<file path="src/rtl/uart_tx.sv">
// uart_tx: 8N1 serial transmitter paced by a shared 16x-oversampling baud tick.
module uart_tx #(
  parameter int DBIT    = 8,
  parameter int SB_TICK = 16
) (
  input  logic       I_CLK,
  input  logic       I_RSTF,
  input  logic       I_BAUD_TICK,
  input  logic       I_TX_START,
  input  logic [7:0] I_DATA,
  output logic       O_TX,
  output logic       O_TX_BUSY,
  output logic       O_TX_DONE
);
  typedef enum logic [1:0] {IDLE, START, DATA, STOP} state_t;
  localparam logic [4:0] S_LAST = 5'(SB_TICK - 1);
  localparam logic [2:0] B_LAST = 3'(DBIT - 1);
  state_t     state;
  logic [4:0] s;
  logic [2:0] b;
  logic [7:0] d;
  assign O_TX_BUSY = state != IDLE;
  // O_TX is loaded with the level of the state being entered, so the pin never glitches.
  always_ff @(posedge I_CLK or negedge I_RSTF)
    if (!I_RSTF) begin
      state     <= IDLE;
      s         <= '0;
      b         <= '0;
      d         <= '0;
      O_TX      <= 1'b1;
      O_TX_DONE <= 1'b0;
    end else begin
      O_TX_DONE <= 1'b0;
      case (state)
        IDLE:
          if (I_TX_START) begin
            state <= START;
            d     <= I_DATA;
            s     <= '0;
            O_TX  <= 1'b0;
          end
        START:
          if (I_BAUD_TICK) begin
            if (s == 5'd15) begin
              state <= DATA;
              s     <= '0;
              b     <= '0;
              O_TX  <= d[0];
            end else
              s <= s + 5'd1;
          end
        DATA:
          if (I_BAUD_TICK) begin
            if (s == 5'd15) begin
              s <= '0;
              d <= d >> 1;
              if (b == B_LAST) begin
                state <= STOP;
                O_TX  <= 1'b1;
              end else begin
                b    <= b + 3'd1;
                O_TX <= d[1];
              end
            end else
              s <= s + 5'd1;
          end
        STOP:
          if (I_BAUD_TICK) begin
            if (s == S_LAST) begin
              state     <= IDLE;
              O_TX_DONE <= 1'b1;
            end else
              s <= s + 5'd1;
          end
        default: state <= IDLE;
      endcase
    end
endmodule

</file>
<file path="config.mk">
export PLATFORM = sky130hd
export DESIGN_NAME = uart_tx
export DESIGN_NICKNAME = d
export VERILOG_FILES = /design/src/rtl/uart_tx.sv
export SDC_FILE = /design/constraint.sdc
export NUM_CORES = 1
export LEC_CHECK = 0
export ABC_AREA = 1
export CAP_MARGIN = 15
export CORE_MARGIN = 2
export CORE_UTILIZATION = 49
export DETAILED_ROUTE_END_ITERATION = 8
export PLACE_DENSITY = 0.77
export SLEW_MARGIN = 20
export SYNTH_ARGS = -nofsm -noshare
export SYNTH_HDL_FRONTEND = slang
export SYNTH_SLANG_ARGS = --single-unit
</file>
<file path="constraint.sdc">
create_clock -name I_CLK -period 1.61 [get_ports I_CLK]
set_clock_uncertainty 0.2 [all_clocks]
set_input_delay 0.322 -clock I_CLK [delete_from_list [all_inputs] [get_ports I_CLK]]
set_output_delay 0.322 -clock I_CLK [all_outputs]
set_load 0.1 [all_outputs]
</file>
Yosys cells after proc, flatten, opt, wreduce, memory -nomap -nowiden
Cells that the tools add are included.
{"block": "totals", "wordCells": 70, "reg_bits": 20, "out_inout_bits": 3, "in_bits": 12}
{"block": "op_classes", "n_reduce_logical": 11, "n_eq_ne": 16, "mux": 35, "addsub": 2}
{"operator": "5-bit two-way mux", "count": 5}
{"operator": "8-bit two-way mux", "count": 3}
{"operator": "2-bit != test (second input constant)", "count": 10}
{"operator": "2-bit two-way mux", "count": 8}
{"operator": "8-bit one-hot mux with 2 select lines", "count": 1}
{"operator": "3-bit two-way mux", "count": 5}
{"operator": "5-bit one-hot mux with 3 select lines", "count": 1}
{"operator": "6-bit AND reduction", "count": 2}
{"operator": "1-bit two-way mux", "count": 9}
{"operator": "2-bit one-hot mux with 4 select lines", "count": 1}
{"operator": "4-bit AND reduction", "count": 2}
{"operator": "8-bit AND reduction", "count": 1}
{"operator": "3-bit one-hot mux with 2 select lines", "count": 1}
{"operator": "2-bit nonzero test", "count": 3}
{"operator": "5-bit by 1-bit adder with 5-bit output (second input constant)", "count": 1}
{"operator": "5-bit by 4-bit == test with 1-bit output (second input constant)", "count": 1}
{"operator": "2-bit == test (second input constant)", "count": 2}
{"operator": "3-bit by 1-bit adder with 3-bit output (second input constant)", "count": 1}
{"operator": "3-bit == test (second input constant)", "count": 1}
{"operator": "1-bit one-hot mux with 3 select lines", "count": 1}
{"operator": "3-bit nonzero test", "count": 1}
{"operator": "2-bit by 1-bit == test with 1-bit output (second input constant)", "count": 1}
{"operator": "2-bit zero test", "count": 1}
{"operator": "2-bit by 1-bit != test with 1-bit output (second input constant)", "count": 1}
{"operator": "2-bit OR reduction", "count": 1}

Depth between registers and ports, before layout
Gate-level depths: netlist of the first run.
{"block": "depth", "depth_word": 5, "ltp_mapped": 10}

Least setup slack after synthesis of the first run
Ideal clock, no wire load.
{"block": "synth_path", "path_type": "flip-flop to flip-flop", "start": "register state[0]", "end": "register d[3]", "path_stages_with_launch": 9, "n_path_buf": 1, "t_arrival_ps": 1969, "setup_ps": 122, "synth_period_minus_slack_ps": 2291, "slack_ps": -681, "path_cell_list": "dfrtp_1 -> inv_1 -> ha_1 -> inv_1 -> or2_4 -> nand4_4 -> buf_6 -> nand2_2 -> o21ai_2"}
{"block": "synth_via", "elab_chain_cells": 3}
{"element": "start: declaration", "line_no": "18", "source": "state_t state;"}
{"element": "start signal: assignment", "line_no": "26", "source": "state <= IDLE;"}
{"element": "start signal: assignment", "line_no": "37", "source": "state <= START;"}
{"element": "start signal: assignment", "line_no": "45", "source": "state <= DATA;"}
{"element": "2-bit == test / 2-bit zero test (equally long branches)", "line_no": "34", "source": "case (state)"}
{"element": "2-bit != test (no line) / 2-bit nonzero test (equally long branches)"}
{"element": "4-bit AND reduction (no line)"}
{"element": "end signal: assignment", "line_no": "56", "source": "d <= d >> 1;"}
{"element": "end: declaration", "line_no": "21", "source": "logic [7:0] d;"}
Parallel ways exist; a longest one is shown, timed or not.
A chain may end at the register's enable or synchronous reset.

Worst setup path after layout of the first run
{"block": "layout_path", "start": "register state[0]", "end": "output O_TX_BUSY"}
{"block": "layout_via", "elab_chain_cells": 1}
{"element": "2-bit nonzero test", "line_no": "22", "source": "assign O_TX_BUSY = state != IDLE;"}
{"element": "end: declaration", "line_no": "12", "source": "output logic O_TX_BUSY,"}
Every way passes these cells.

==> metrics.txt, run 1 <==
status finished, violations left; failing checks negative setup slack; max_slew headroom 80.1%; Worst VDD drop 1.56 mV; Worst-Margin Slew roughly 300 ps; number of global-route vias before repair 1103; Achievable Freq approximately 530 MHz; cell taking the most area after synthesis dfrtp_1; Seq pwr share between 20 and 25%; drt drc 0; wire per inst around 14 um; first-pass GRT wire length 4.62 mm; post-placement cell count just over 200; Final Core Density between 70 and 80%; Core ar. ~0.0025 sq mm; Final nets between 200 and 250; sequential area share after synthesis between 40% and 50%; Max Root-Sink Buffers 2; root buf cell clkbuf_4; Sw Share a little under half; Logic pwr share between 60% and 70%; Hold Fails Final Rpt 0; H-Tree Depth 1; layout cells sized above 1 40.3%; net switching power approximately 1600 uW; Clock power frac 8.1%; full die area slightly below 0.003 sq mm; critical path fanouts, max 2; Synth area leaders dfrtp_1 38%, nand2_1 13%, ha_1 8.0%; CP endpoint kind output pin; antenna-violating nets left 0; Crit Path Class flop to output pin; placed cell areas between 0.0015 and 0.002 sq mm; dpl ws -185 ps; Syn Inst Count approximately 150; Final setup violation count 17; dpl hpwl around 2.1 mm; Worst Hold Class input pin to async pin; Area Overhead vs Synth 48.3%; number of vias per cell 5.35; total grt overflow 0; Die Wd ~54 um; GPL Wtd Cong between 0.7 and 0.8; max cap viols 0; WP data required 1090 ps; fin area roughly 0.0019 sq mm; fin worst setup slack -295 ps; initial antenna violation count 0; GR Util All Layers 22.0%; Yosys top cell area share 38.1%; cell area after synthesis 0.00125 sq mm; chip height about 54 um; Seq cells post-synth 20; drt total wl just over 3 mm; CTS tree yes; DR vias about 1200; largest net degree at the start of global routing 21; P_leak ~0.00088 uW; reg2reg path depth 10; drt first-iter violations 22; starting density of the core about half; Cell Pwr Density a little under 2000 mW/mm^2; unrepaired setup endpoints after global routing true; syn avg cell area around 8.6 sq um; Clk pin slew, worst setup/hold paths about 110 ps; Pint 1990 uW; Synth Warn # 0; nature of the critical path startpoint flop; Final Slew Violations 0; final critical-path required period ~1900 ps; Detailed Routing Iterations Pass 1 4; clk_lat worst skew around 300 ps; CTS buffer count 3; Critical Path AT about 1400 ps; Ant. Diodes 0; final worst path period share 118%; TritonCTS Sinks 20; Netlist cell types 23; Port Buf Inserts 14; Rows 18; syn_nets ~170; final cell count without fillers around 220; io pins 15
[cell families after synthesis]
kind of cell,Yosys count,share of synthesized area (%)
compound gates,25,13.7
fa+ha+maj,8,8.02
buf+inv,21,7.52
flops,20,40.2
mux,6,4.81
simple gates,65,25.7
[repair_timing]
item	in CTS	in global routing
resized for setup	25	20
hold buffers	0	0
pin swaps	6	6
buffers inserted	4	2
setup endpoints to repair	17	20
gates cloned	1	0
[area by class of cell]
cell class / instances / area (sq um)
clock buffers: 4 / 36.3
fillers: 173 / 604
inverters: 19 / 75.1
multi-input cells: 104 / 786
flip-flops and latches: 20 / 502
well taps: 30 / 37.5
repair buffers: 39 / 414
[synthesized netlist by cell type]
cell       instances
a21boi_0           1
a21oi_1            1
buf_6              2
dfrtp_1           19
dfstp_2            1
ha_1               8
inv_1             18
inv_2              1
mux2i_1            6
nand2_1           43
nand2_2            2
nand2_4            1
nand3_1            3
nand3_2            2
nand4_1            3
nand4_4            2
nor2_1             8
o2111ai_1          1
o211ai_1           1
o21ai_0           10
o21ai_2            8
o21bai_1           3
or2_4              1
[metal layers]
layer	track usage [%]	routed length (um)	up-vias
li1	-	-	560
met1	25.1	1230	555
met2	38.6	1640	33
met3	4.37	120	8
met4	11.7	72	0
met5	0	0	-
[worst max-delay path, cell delays in order, from the launching register on]
cell	delay, ps
dfrtp_1	400
inv_2	80
buf_12	100
ha_4	130
clkinvlp_4	80
buf_6	120
buf_12	150
[placed cells by master, fill, tap and decap left out, types with 4 or more instances in the layout]
cell and count:
mux2i_1 6, nand2_2 8, clkdlybuf4s50_1 11, inv_1 12, buf_4 19, nand2_4 8, dfrtp_1 19, o21ai_1 7
buf_12 5, inv_2 6, ha_1 4, o21ai_2 9, nand2_1 30, nor2_1 7
[power by group through the flow]
stage          registers [uW]  clock network [uW]  logic, uW
6_report                  808                 296       2530
5_1_grt                   825                 319       2730
4_1_cts                   787                 301       2330
3_5_place_dp              769                   0       1920
3_3_place_gp              759                   0       1850
2_1_floorplan             781                   0       1270
[worst paths after layout]
path	startpoint	end	slack (ps)
max in group asynchronous	I_RSTF	O_TX	790
min in group I_CLK	d[6]	d[6]	320
min reg2reg	d[6]	d[6]	320
max reg2reg	state[0]	d[6]	-250
min	I_RSTF	s[4]	150
max	state[0]	O_TX_BUSY	-290
[state kept, by name, indices dropped and copies added (netlist names)]
register / cells
state: 2
O_TX: 1
s: 5
d: 8
O_TX_DONE: 1
b: 3
[stage by stage]
stage               TNS [ps]  power [uW]  hold WS, ps
finish                 -3190        3630          149
global route           -4410        3880          174
CTS                    -3040        3420          156
detailed placement     -2170        2690          273
global placement       -1650        2610          265
floorplan              -7650        2050         -174
Power figures use the tool's default switching activity.
==> run 2, diff against run 1 <==
--- a/config.mk
+++ b/config.mk
@@ -11,6 +11,7 @@
 export CORE_UTILIZATION = 49
 export DETAILED_ROUTE_END_ITERATION = 8
 export PLACE_DENSITY = 0.77
+export SETUP_SLACK_MARGIN = 0.5
 export SLEW_MARGIN = 20
 export SYNTH_ARGS = -nofsm -noshare
 export SYNTH_HDL_FRONTEND = slang
==> metrics.txt, run 2 (synthesis results as in run 1) <==
GR Util All Layers 23.8% (was 22.0%); Final nets 214 (was 207); fin area 0.00198 sq mm (was 0.00185 sq mm); Storage cell area 509 sq um (was 502 sq um); Worst-Margin Slew 306 ps (was 299 ps); critical path fanouts, max 2 (unchanged); drt first-iter violations 21 (was 22); Area Overhead vs Synth 59.0% (was 48.3%); DR vias 1204 (was 1156); dpl ws -207 ps (was -185 ps); number of vias per cell 5.40 (was 5.35); fin worst setup slack -256 ps (was -295 ps); Largest regs d x8, s x5, b x3 (unchanged); drt drc 0 (unchanged); clk_lat worst skew 310 ps (was 300 ps); Final setup violation count 20 (was 17); Die Wd 54.5 um (unchanged); nature of the critical path startpoint flop (unchanged); Hold Fails Final Rpt 0 (unchanged); chip height 54.5 um (unchanged); starting density of the core 50.8% (unchanged); multi-input combinational cell area 863 sq um (was 786 sq um); fillers 146 (was 173); most frequent cells in the layout 25 x nand2_1, 23 x buf_4, 18 x dfrtp_1 (was 30 x nand2_1, 19 x dfrtp_1, 19 x buf_4); Cell Pwr Density 1970 mW/mm^2 (was 1960 mW/mm^2); Clk pin slew, worst setup/hold paths 120 ps (was 110 ps); largest net degree at the start of global routing 21 (unchanged); failing checks negative setup slack (unchanged); Final Slew Violations 0 (unchanged); P_leak 0.000938 uW (was 0.000875 uW); first-pass GRT wire length 4.93 mm (was 4.62 mm); Worst Hold Class input pin to async pin (unchanged); hold_ws 137 ps (was 149 ps); reg-to-reg slack, setup -170 ps (was -250 ps); Port Buf Inserts 14 (unchanged); status finished, violations left (unchanged); unrepaired setup endpoints after global routing true (unchanged); drt total wl 3.53 mm (was 3.07 mm); Max Root-Sink Buffers 2 (unchanged); reg2reg path depth 10 (unchanged); Achievable Freq 536 MHz (was 525 MHz); H-Tree Depth 1 (unchanged); number of global-route vias before repair 1130 (was 1103); max cap viols 0 (unchanged); TritonCTS Sinks 20 (unchanged); Rows 18 (unchanged); Ant. Diodes 0 (unchanged); io pins 15 (unchanged); commonest non-fill, non-tap cell in the layout nand2_1 (unchanged); reg2reg end d[0] (was d[6]); Core ar. 0.00245 sq mm (unchanged); final critical-path required period 1870 ps (was 1900 ps); Critical Path AT 1340 ps (was 1380 ps); CTS buffer count 3 (unchanged); CTS tree yes (unchanged); initial antenna violation count 0 (unchanged); Detailed Routing Iterations Pass 1 4 (unchanged); dpl hpwl 2.05 mm (was 2.09 mm); total grt overflow 0 (unchanged); Reg2Reg Launch Point state[0] (unchanged); Worst VDD drop 1.39 mV (was 1.56 mV); antenna-violating nets left 0 (unchanged); max reg flops 8 (unchanged); full die area 0.00297 sq mm (unchanged); CP endpoint kind output pin (unchanged); wire per inst 15.8 um (was 14.2 um); Most flops, register d (unchanged); final worst path period share 116% (was 118%); GPL Wtd Cong 0.841 (was 0.798); layout cells sized above 1 51.3% (was 40.3%); placed cell areas 0.00163 sq mm (was 0.00162 sq mm); root buf cell clkbuf_4 (unchanged); Crit Path Class flop to output pin (unchanged); max_slew headroom 79.6% (was 80.1%); WP data required 1090 ps (about the same)
-- run 2: worst max path at each step --
| stage | startpoint | end | slack (ps) | cells after the start |
|---|---|---|---|---|
| 5_1_grt | state[1] | O_TX_BUSY | -300 | 5 |
| 4_1_cts | state[1] | O_TX_BUSY | -210 | 5 |
| 6_report | state[1] | O_TX_BUSY | -260 | 5 |
| 3_5_place_dp | I_BAUD_TICK | s[2] | -210 | 7 |
| 3_3_place_gp | I_BAUD_TICK | s[1] | -140 | 7 |
| 2_1_floorplan | state[1] | d[0] | -520 | 7 |
-- run 2: what timing repair did --
action	CTS	global route
cloned	0	1
hold buffers	0	0
endpoints found under the setup margin	23	23
pin swaps	16	20
setup buffers	7	4
resized for setup	29	39
-- run 2: final cells by class --
class,instances,area share (%)
clock buffers,4,1.32
inverters,19,4.04
multi-input cells,104,43.5
flip-flops and latches,20,25.7
well taps,30,1.89
repair buffers,46,23.5
-- run 2: metrics by stage --
| stage | setup TNS, ps | total power [uW] | util, % | cells |
|---|---|---|---|---|
| 2_1_floorplan | -7650 | 2080 | - | 145 |
| 3_3_place_gp | -1560 | 2650 | 66.6 | 207 |
| 3_5_place_dp | -2340 | 2740 | 66.6 | 207 |
| 4_1_cts | -885 | 3280 | 72.7 | 218 |
| 5_1_grt | -3760 | 4110 | 80.8 | 223 |
| 6_report | -2490 | 3900 | 80.8 | 223 |
-- run 2: routing by layer --
| layer | wire [um] | up-vias | GRT usage [%] |
|---|---|---|---|
| met5 | 0 | - | 0 |
| met4 | 104 | 0 | 14.2 |
| met3 | 140 | 10 | 4.37 |
| met2 | 1960 | 48 | 43.2 |
| met1 | 1330 | 578 | 25.3 |
| li1 | - | 568 | - |
-- run 2: power breakdown --
part / switching, uW / total, uW / internal (uW)
registers: 145 / 809 / 664
clock network: 166 / 263 / 96.9
logic: 1470 / 2830 / 1360
total: 1790 / 3900 / 2120
-- run 2: critical path, stage by stage (launching register included) --
cell and delay (ps):
dfrtp_1 430, inv_2 90, ha_4 150, clkinvlp_4 90, buf_6 120, buf_12 150
==> run 3, diff against run 2 <==
--- a/config.mk
+++ b/config.mk
@@ -8,9 +8,9 @@
 export ABC_AREA = 1
 export CAP_MARGIN = 15
 export CORE_MARGIN = 2
-export CORE_UTILIZATION = 49
+export CORE_UTILIZATION = 55
 export DETAILED_ROUTE_END_ITERATION = 8
-export PLACE_DENSITY = 0.77
+export PLACE_DENSITY = 0.82
 export SETUP_SLACK_MARGIN = 0.5
 export SLEW_MARGIN = 20
 export SYNTH_ARGS = -nofsm -noshare
==> constraint.sdc (replaced) <==
create_clock -name I_CLK -period 2.4 [get_ports I_CLK]
set_clock_uncertainty 0.2 [all_clocks]
set_input_delay 0.48 -clock I_CLK [delete_from_list [all_inputs] [get_ports I_CLK]]
set_output_delay 0.48 -clock I_CLK [all_outputs]
set_load 0.1 [all_outputs]
==> metrics.txt, run 3 (synthesis results as in run 1) <==
drt first-iter violations 26 (was 21); layout cells sized above 1 25.0% (was 51.3%); CTS buffer count 3 (unchanged); Crit Path Class flop to output pin (unchanged); CTS tree yes (unchanged); met2 Usage GRT 38.5% (was 43.2%); drt total wl 2.70 mm (was 3.53 mm); largest net degree at the start of global routing 17 (was 21); starting density of the core 57.5% (was 50.8%); max_slew headroom 68.2% (was 79.6%); GR Layer Usage met1 23.2% (was 25.3%); most used routing layer met2 (unchanged); Seq pwr share 26.7% (was 20.7%); Reg2Reg Launch Point state[1] (was state[0]); nature of the critical path startpoint flop (unchanged); net switching power 942 uW (was 1790 uW); number of global-route vias before repair 957 (was 1130); Max Root-Sink Buffers 2 (unchanged); Clk pin slew, worst setup/hold paths 120 ps (about the same); Clock power frac 8.7% (was 6.7%); status complete, no violations (was finished, violations left); setup total negative slack 0 ps (was -2490 ps); Critical Path AT 1290 ps (was 1340 ps); final critical-path required period about 2000 ps; Worst VDD drop 0.733 mV (was 1.39 mV); Ant. Diodes 0 (unchanged); WP data required 1720 ps (was 1090 ps); most frequent cells in the layout 42 x nand2_1, 19 x dfrtp_1, 15 x inv_1 (was 25 x nand2_1, 23 x buf_4, 18 x dfrtp_1); Final nets 193 (was 214); critical path fanouts, max 3 (was 2); Final Slew Violations 0 (unchanged); Hold Fails Final Rpt 0 (unchanged); drt drc 0 (unchanged); first-pass GRT wire length 4.06 mm (was 4.93 mm); Rows 17 (was 18); Most flops, register d (unchanged); CP endpoint O_TX_BUSY (unchanged); Largest regs d x8, s x5, b x3 (unchanged); hold_ws 279 ps (was 137 ps); final worst path period share 82.0%; reg2reg end state[0] (was d[0]); P_leak 0.000746 uW (was 0.000938 uW); Port Buf Inserts 14 (unchanged); wire per inst 13.5 um (was 15.8 um); Cell Pwr Density 1240 mW/mm^2 (was 1970 mW/mm^2); Area Overhead vs Synth 27.4% (was 59.0%); Final setup violation count 0 (was 20); TritonCTS Sinks 20 (unchanged); CTS Hold Bufs 0 (unchanged); io pins 15 (unchanged); clk_lat worst skew 310 ps (about the same); Sw Share 47.8% (was 45.7%); Die Wd 51.6 um (was 54.5 um); Worst-Margin Slew 475 ps (was 306 ps); fillers 177 (was 146); chip height 51.6 um (was 54.5 um); M3 GR Usage 2.87% (was 4.37%); unrepaired setup endpoints after global routing true (unchanged); reg2reg path depth 9 (was 10); GR Util All Layers 20.6% (was 23.8%); Core ar. 0.00217 sq mm (was 0.00245 sq mm); CP endpoint kind output pin (unchanged); max cap viols 0 (unchanged); Worst Hold Class input pin to async pin (unchanged); H-Tree Depth 1 (unchanged); GPL Wtd Cong 0.871 (was 0.841); initial antenna violation count 0 (unchanged); number of vias per cell 5.42 (was 5.40); root buf cell clkbuf_4 (unchanged); full die area 0.00267 sq mm (was 0.00297 sq mm); Achievable Freq ~510 MHz; max reg flops 8 (unchanged); Detailed Routing Iterations Pass 1 6 (was 4); Pint 1030 uW (was 2120 uW); dpl hpwl 1.86 mm (was 2.05 mm); reg-to-reg slack, setup 550 ps (was -170 ps); antenna-violating nets left 0 (unchanged); DR vias 1084 (was 1204); Worst Setup SP state[1] (unchanged); commonest non-fill, non-tap cell in the layout nand2_1 (unchanged); Logic pwr share 64.6% (was 72.5%); total grt overflow 0 (unchanged)
==> run 3: cell types whose count changed in the layout (fill, tap and decap cells not counted), sizes merged <==
cell    delta
nand4      +1
buf       -21
clkbuf     -1
==> run 3: per-layer routing <==
metal / vias to the layer above / part of all wire, %
li1: 531 / -
met1: 517 / 42
met2: 32 / 53
met3: 4 / 3.8
met4: 0 / 0.93
met5: - / 0
==> run 3: area by class of cell <==
cell class / count / area, sq um / area share, %
clock buffers: 4 / 26.3 / 1.65
inverters: 19 / 75.1 / 4.72
multi-input cells: 105 / 731 / 46.0
flip-flops and latches: 20 / 502 / 31.6
well taps: 28 / 35.0 / 2.20
repair buffers: 24 / 220 / 13.9
==> run 3: how the worst min path moves through the flow <==
| stage | start | to | slack [ps] | cells past startpoint |
|---|---|---|---|---|
| floorplan | I_RSTF | O_TX_DONE | -20 | 0 |
| global placement | d[0] | d[0] | 270 | 2 |
| detailed placement | d[2] | d[2] | 270 | 2 |
| CTS | I_RSTF | s[0] | 300 | 1 |
| global route | I_RSTF | s[0] | 310 | 1 |
| finish | I_RSTF | s[0] | 280 | 1 |
==> run 3: critical path, cell delays in order, from the launching register on <==
cell and delay (ps):
dfrtp_1 440, inv_2 110, ha_4 150, clkinvlp_4 110
buf_12 180
==> run 3: stage by stage <==
step	cell area (sq um)	worst slack [ps]	total power, uW	std cells	util [%]
global placement	1440	381	1530	187	66.2
global route	1590	392	2110	200	73.2
floorplan	1270	268	1380	145	-
detailed placement	1440	317	1570	187	66.2
finish	1590	431	1970	200	73.2
CTS	1490	457	1780	194	68.5
==> run 3: power by group through the flow <==
stage | Combinational, uW | Sequential (uW) | Clock [uW]
floorplan | 853 | 524 | 0
global placement | 1010 | 521 | 0
detailed placement | 1040 | 528 | 0
CTS | 1090 | 519 | 174
global route | 1390 | 534 | 187
finish | 1270 | 527 | 172
==> run 3: repair_timing <==
item	in CTS	in global routing
buffers inserted	3	5
gates resized for setup	0	9
gates cloned	0	1
endpoints found under the setup margin	8	16
pin swaps	1	2
